==> src/rtl/dmem_port_arbiter.sv <==
// Round-robin arbiter sharing one single-port data memory between the core (port 0)
// and the fault-injection/readback engine (port 1), with bounded locked bursts.
module dmem_port_arbiter #(
   parameter int unsigned ADDR_W   = 32,
   parameter int unsigned DATA_W   = 32,
   parameter int unsigned MAX_LOCK = 16
) (
   input  logic              clk,
   input  logic              rst,
   input  logic              req0,
   input  logic              req1,
   input  logic              lock0,
   input  logic              lock1,
   input  logic              we0,
   input  logic              we1,
   input  logic [ADDR_W-1:0] addr0,
   input  logic [ADDR_W-1:0] addr1,
   input  logic [DATA_W-1:0] wdata0,
   input  logic [DATA_W-1:0] wdata1,
   output logic              gnt0,
   output logic              gnt1,
   output logic              done0,
   output logic              done1,
   output logic [DATA_W-1:0] rdata0,
   output logic [DATA_W-1:0] rdata1,
   output logic              mem_we,
   output logic [ADDR_W-1:0] mem_a,
   output logic [DATA_W-1:0] mem_wd,
   input  logic [DATA_W-1:0] mem_rd
);

   localparam int unsigned     CntW     = $clog2(MAX_LOCK + 1);
   localparam logic [CntW-1:0] LockLast = CntW'(MAX_LOCK - 1);
   localparam bit              LockEn   = (MAX_LOCK > 1);

   typedef enum logic [1:0] {StIdle, StOwn0, StOwn1} state_e;

   state_e          state;
   logic            rr_ptr;
   logic [CntW-1:0] lock_cnt;
   logic            xfer0;
   logic            xfer1;

   // Grants depend only on state, rr_ptr and the requests.
   always_comb begin
      gnt0 = 1'b0;
      gnt1 = 1'b0;
      if (!rst) begin
         case (state)
            StIdle: begin
               gnt0 = req0 && (!req1 || !rr_ptr);
               gnt1 = req1 && (!req0 || rr_ptr);
            end
            StOwn0:  gnt0 = 1'b1;
            StOwn1:  gnt1 = 1'b1;
            default: ;
         endcase
      end
   end

   assign xfer0 = req0 && gnt0;
   assign xfer1 = req1 && gnt1;

   always_comb begin
      mem_we = 1'b0;
      mem_a  = '0;
      mem_wd = '0;
      if (xfer0) begin
         mem_we = we0;
         mem_a  = addr0;
         mem_wd = wdata0;
      end else if (xfer1) begin
         mem_we = we1;
         mem_a  = addr1;
         mem_wd = wdata1;
      end
   end

   always_ff @(posedge clk) begin
      if (rst) begin
         state    <= StIdle;
         rr_ptr   <= 1'b0;
         lock_cnt <= '0;
         done0    <= 1'b0;
         done1    <= 1'b0;
         rdata0   <= '0;
         rdata1   <= '0;
      end else begin
         done0 <= xfer0;
         done1 <= xfer1;
         if (xfer0 && !we0) rdata0 <= mem_rd;
         if (xfer1 && !we1) rdata1 <= mem_rd;

         case (state)
            StIdle: begin
               if (xfer0) begin
                  if (lock0 && LockEn) begin
                     state    <= StOwn0;
                     lock_cnt <= CntW'(1);
                  end else begin
                     rr_ptr <= 1'b1;
                  end
               end else if (xfer1) begin
                  if (lock1 && LockEn) begin
                     state    <= StOwn1;
                     lock_cnt <= CntW'(1);
                  end else begin
                     rr_ptr <= 1'b0;
                  end
               end
            end
            StOwn0: begin
               if (req0 && lock0 && (lock_cnt < LockLast)) begin
                  lock_cnt <= lock_cnt + 1'b1;
               end else begin
                  // Final transfer or dropped request: hand priority to the waiter.
                  state    <= StIdle;
                  rr_ptr   <= 1'b1;
                  lock_cnt <= '0;
               end
            end
            StOwn1: begin
               if (req1 && lock1 && (lock_cnt < LockLast)) begin
                  lock_cnt <= lock_cnt + 1'b1;
               end else begin
                  state    <= StIdle;
                  rr_ptr   <= 1'b0;
                  lock_cnt <= '0;
               end
            end
            default: state <= StIdle;
         endcase
      end
   end

endmodule

==> config.mk <==
export PLATFORM = sky130hd
export DESIGN_NAME = dmem_port_arbiter
export DESIGN_NICKNAME = d
export VERILOG_FILES = /design/src/rtl/dmem_port_arbiter.sv
export SDC_FILE = /design/constraint.sdc
export NUM_CORES = 1
export LEC_CHECK = 0
export CAP_MARGIN = 20
export CELL_PAD_IN_SITES_DETAIL_PLACEMENT = 1
export CELL_PAD_IN_SITES_GLOBAL_PLACEMENT = 2
export CORE_ASPECT_RATIO = 0.75
export CORE_UTILIZATION = 17
export DETAILED_ROUTE_END_ITERATION = 12
export GPL_TIMING_DRIVEN = 0
export PLACE_DENSITY = 0.92
export REMOVE_ABC_BUFFERS = 1
export SYNTH_ARGS = -nofsm -noshare
export SYNTH_HDL_FRONTEND = slang
export SYNTH_SLANG_ARGS = --single-unit
==> constraint.sdc <==
create_clock -name clk -period 3.1 [get_ports clk]
set_input_delay 0.31 -clock clk [delete_from_list [all_inputs] [get_ports clk]]
set_output_delay 0.31 -clock clk [all_outputs]
set_load 0.05 [all_outputs]
**Word level (Yosys, flattened, before mapping)**

Cells that the tools add are included.
Widths: inputs -> output; s select.

- Input port bits: 168
- Output and inout port bits: 133
- Word-level logic and storage cells: 71
- Flip-flop bits (word level): 74

- Order comparisons: 1
- Eq/ne operators: 9
- Multiplexer cells: 31
- Reductions and logical operators: 22
- Add/subtract/negate cells: 1

Operators with widths:

| kind | number |
|---|---|
| $mux 32 | 4 |
| $mux 5 | 6 |
| $ne 3x3->1 const B | 5 |
| $pmux 5 s3 | 1 |
| $mux 2 | 6 |
| $logic_and 1x1->1 | 10 |
| $mux 1 | 10 |
| $pmux 2 s3 | 1 |
| $reduce_and 6->1 | 1 |
| $add 5x1->5 const B | 1 |
| $logic_not 1->1 | 5 |
| $lt 5x4->1 const B | 1 |
| $reduce_and 5->1 | 1 |
| $ne 2x2->1 const B | 2 |
| $pmux 1 s2 | 2 |
| $reduce_and 4->1 | 1 |
| $pmux 1 s3 | 1 |
| $reduce_bool 3->1 | 1 |
| $eq 2x1->1 const B | 1 |
| $eq 2x2->1 const B | 1 |
| $logic_not 2->1 | 1 |
| $logic_or 1x1->1 | 2 |

**Logic depth before layout (Yosys ltp)**

- Depth after elaboration: 9
- Depth in mapped cells: 9
- Gate-level depth less buffers: 7

**Least setup slack after synthesis**

No wires, ideal clock.

- Path type: register -> output
- From: register state[0]
- To: output mem_a[0]
- Stages on the path, launching flop included: 10
- Data required time: 2.790 ns
- Path slack: 0.721 ns
- Arrival: 2.069 ns
- Path through: dfxtp_1 > inv_1 > ha_1 > a21boi_2 > a21oi_4 > nor2_1 > nor3_1 > buf_4 > buf_4 > a22o_1

- Cells in the longest elaborated chain, start to end: 6

RTL lines:

| item | line | RTL |
|---|---|---|
| from (decl) | 38 | `state_e state;` |
| from (signal assigned) | 81 | `state <= StIdle;` |
| from (signal assigned) | 98 | `state <= StOwn0;` |
| from (signal assigned) | 105 | `state <= StOwn1;` |
| $eq 2x2->1 / $logic_not 2->1 (equally long branches) | 49 | `case (state)` |
| $pmux 1 s2 | 49 |  |
| $mux 1 | 48 | `if (!rst) begin` |
| $logic_and 1x1->1 | 62 | `assign xfer1 = req1 && gnt1;` |
| $mux 32 | 72 | `end else if (xfer1) begin` |
| $mux 32 * | 68 | `if (xfer0) begin` |
| to (decl) | 27 | `output logic [ADDR_W-1:0] mem_a,` |

Every way passes the cells marked *; elsewhere a longest branch is shown, timed or not.

**Worst setup path after layout**

- From: register state[0]
- To: output mem_a[22]

The elaborated chain is that of the path after synthesis.

==> metrics <==
worst setup path start=state[0]; top post-synthesis cells by area=dfxtp_1, a22o_1, mux2i_1; Reg clk slew, reported paths=60 ps; most used flip-flop cell after synthesis=dfxtp_1; Antenna Cells=0; reg2reg setup slack=440 ps; Max FO, Critical Path=12; cells after synthesis=407; Final Skew=3.51 ps; Final Slew Violations=0; top-count cell post-synth=dfxtp_1; TritonCTS clock tree=built; count of final setup violators=0; RR Startpoint=state[0]; Detailed Route Iter0 Violations=135; #FFs+latches synth=74; total gr overflow=0; vias per cell=4.29; gr usage total=14.2%; Routed Antenna Nets=0; final net count=877; Clk Latency, worst-skew pair=340 ps; Yosys cell types=40; Pleak=0.00271 uW; Final period util=95.8%; DRC violations left=0; Post-synth EDFFs=0; Tmin final=just under 3000 ps; Num CTS Buffers=9; vias in the first global route=4414; # rows=45; IO Count=301; crit path capture=mem_a[22]; Worst slew margin=38.7%; MaxCap Viol Count=0; clock sinks=74; H-tree levels=3; share of layout cells above drive strength 1=12.7%; total power=roughly 3300 uW; fraction of the yosys area taken by sequential cells=41.6%; area leader, netlist=dfxtp_1; Syn Area/Cell=8.75 sq um; Buffers on Ports=300; Crit Reg-Reg Endpoint=rdata1[0]; most frequent cells after synthesis=dfxtp_1, nand2_1, a22o_1; Final HPWL DP=12.1 mm; share of the synthesized area in the top cell type=41.6%; hold crit path type=reg2reg; DR WL/cell=15.7 microns; Initial Util=17.5%; setup ws final=131 ps; DRT Pass-1 Iters=4; Worst path slowest cell=dlygate4sd2_1; setup TNS=0 ps; DR vias=4247; Mapped Area=between 0.003 and 0.004 sq mm; cts-stage hold buffer count=0; startpoint types=register; VDD IR-drop max=0.271 mV; root buffer cell=clkbuf_16; power density cells=about 450 mW/mm^2; initial antenna violation count=0; final number of hold-violating endpoints=0; CP max stage delay=between 500 and 600 ps; worst path cell trace=inv_1 > ha_2 > a21oi_1 > nor3_4 > buf_2 > a22o_1 > dlygate4sd2_1; share of flip-flops with an asynchronous set or reset=0%; maximum clock rate=337 MHz; reg2reg path depth=8; Die Span Y=127 microns; CORE AREA=~0.02 sq mm; Slew @ Worst Pin=916 ps; CP Data Required Time=2790 ps; die width=169 microns; first-pass GRT wire length=23.6 mm; Area Growth Syn to Fin=105%; Arrival @ worst endpoint=about 2700 ps; Crit Path Class=reg2out; RSZ-0062 raised after global routing=true; final wirelength=15.6 mm; status=completed; die area=approximately 0.022 sq mm; Ys Warns=0; pin count of the biggest net entering global routing=78; crit path capture type=output pin; pre-CTS setup slack=-1100 ps; Fill cells=about 2400; Placer Congestion=roughly 0.75; Clock Tree Buf Depth=2
## power by group
part	switching [uW]	internal, uW	total (uW)
registers	18.0	985	1000
logic	653	470	1120
clock network	417	707	1120
total	1090	2160	3250
## sequential cells by signal (all words and copies together), names as in the netlist
signal    count
state         2
lock_cnt      5
rdata1       32
rr_ptr        1
done1         1
rdata0       32
done0         1
## placed cells by master, fill, tap and decap left out, types with 3 or more instances in the layout
master             n
clkdlybuf4s50_1  234
a21oi_1           37
nor3_1             4
ha_1               4
buf_6              7
nor2_1            37
mux2i_1           32
clkbuf_2           3
buf_4             19
inv_1              5
a22o_1            64
buf_8              4
clkbuf_16          9
clkbuf_4          12
clkdlybuf4s15_1    9
clkdlybuf4s15_2   13
nand2b_1           3
a31oi_1            5
nor3_4             3
o21ai_0            6
dlygate4sd2_1     11
nand2_1           68
dfxtp_1           74
## worst min-delay path by stage
stage               startpoint     endpoint  slack (ps)  depth (start not counted)
detailed placement  rdata0[20]   rdata0[20]         450                          2
floorplan                  rst  lock_cnt[1]         380                          1
global route        rdata0[10]   rdata0[10]         470                          2
CTS                        rst   rdata1[28]         410                          2
global placement     rdata0[4]    rdata0[4]         440                          2
finish              rdata0[21]   rdata0[21]         450                          2
## cell type report
| type | count | area (sq um) | share of cell area, % |
|---|---|---|---|
| Clock buffer | 10 | 229 | 3.14 |
| Clock inverter | 6 | 90.1 | 1.24 |
| Inverter | 5 | 18.8 | 0.257 |
| Multi-Input combinational cell | 296 | 1940 | 26.7 |
| Sequential cell | 74 | 1480 | 20.3 |
| Tap cell | 282 | 353 | 4.84 |
| Timing Repair Buffer | 318 | 3180 | 43.5 |
## cell families (layout without fill, tap and decap cells)
family | Yosys count | count (layout) | synth area share (%)
AOI/OAI and AO/OA | 132 | 132 | 27.6
adders and majority gates | 5 | 5 | 1.76
buffers and inverters | 38 | 339 | 5.31
DFF | 74 | 74 | 41.6
muxes | 32 | 32 | 9.00
and+or+nand+nor | 126 | 127 | 14.8
## through the flow
stage	hold WS (ps)	utilization, %	cell area [sq um]	instances
2_1_floorplan	379	-	3390	374
3_3_place_gp	442	33.1	6750	956
3_5_place_dp	446	34.0	6940	966
4_1_cts	414	35.2	7180	989
5_1_grt	472	35.8	7290	991
6_report	454	35.8	7290	991
## per-layer routing
metal / global-route usage, % / part of all wire [%] / vias to the layer above
li1: - / - / 2071
met1: 16.1 / 41 / 1986
met2: 24.8 / 49 / 172
met3: 4.96 / 8.0 / 18
met4: 5.03 / 1.9 / 0
met5: 0 / 0 / -
## timing repair
item | 4_1_cts | 5_1_grt
cloned | 1 | 1
setup buffers | 6 | 1
endpoints found under the setup margin | 65 | 56
pin swaps | 3 | 1
gates resized for setup | 214 | 61
## critical path: cells and delay by family (launching register included)
family / cells / cell delay, ps
AO/OA/AOI/OAI: 2 / 370
adder cells (fa/ha/maj): 1 / 380
buffers and inverters: 3 / 920
flip-flops: 1 / 310
AND/OR/NAND/NOR: 1 / 340
No activity file was read; power rests on OpenSTA's default activity.
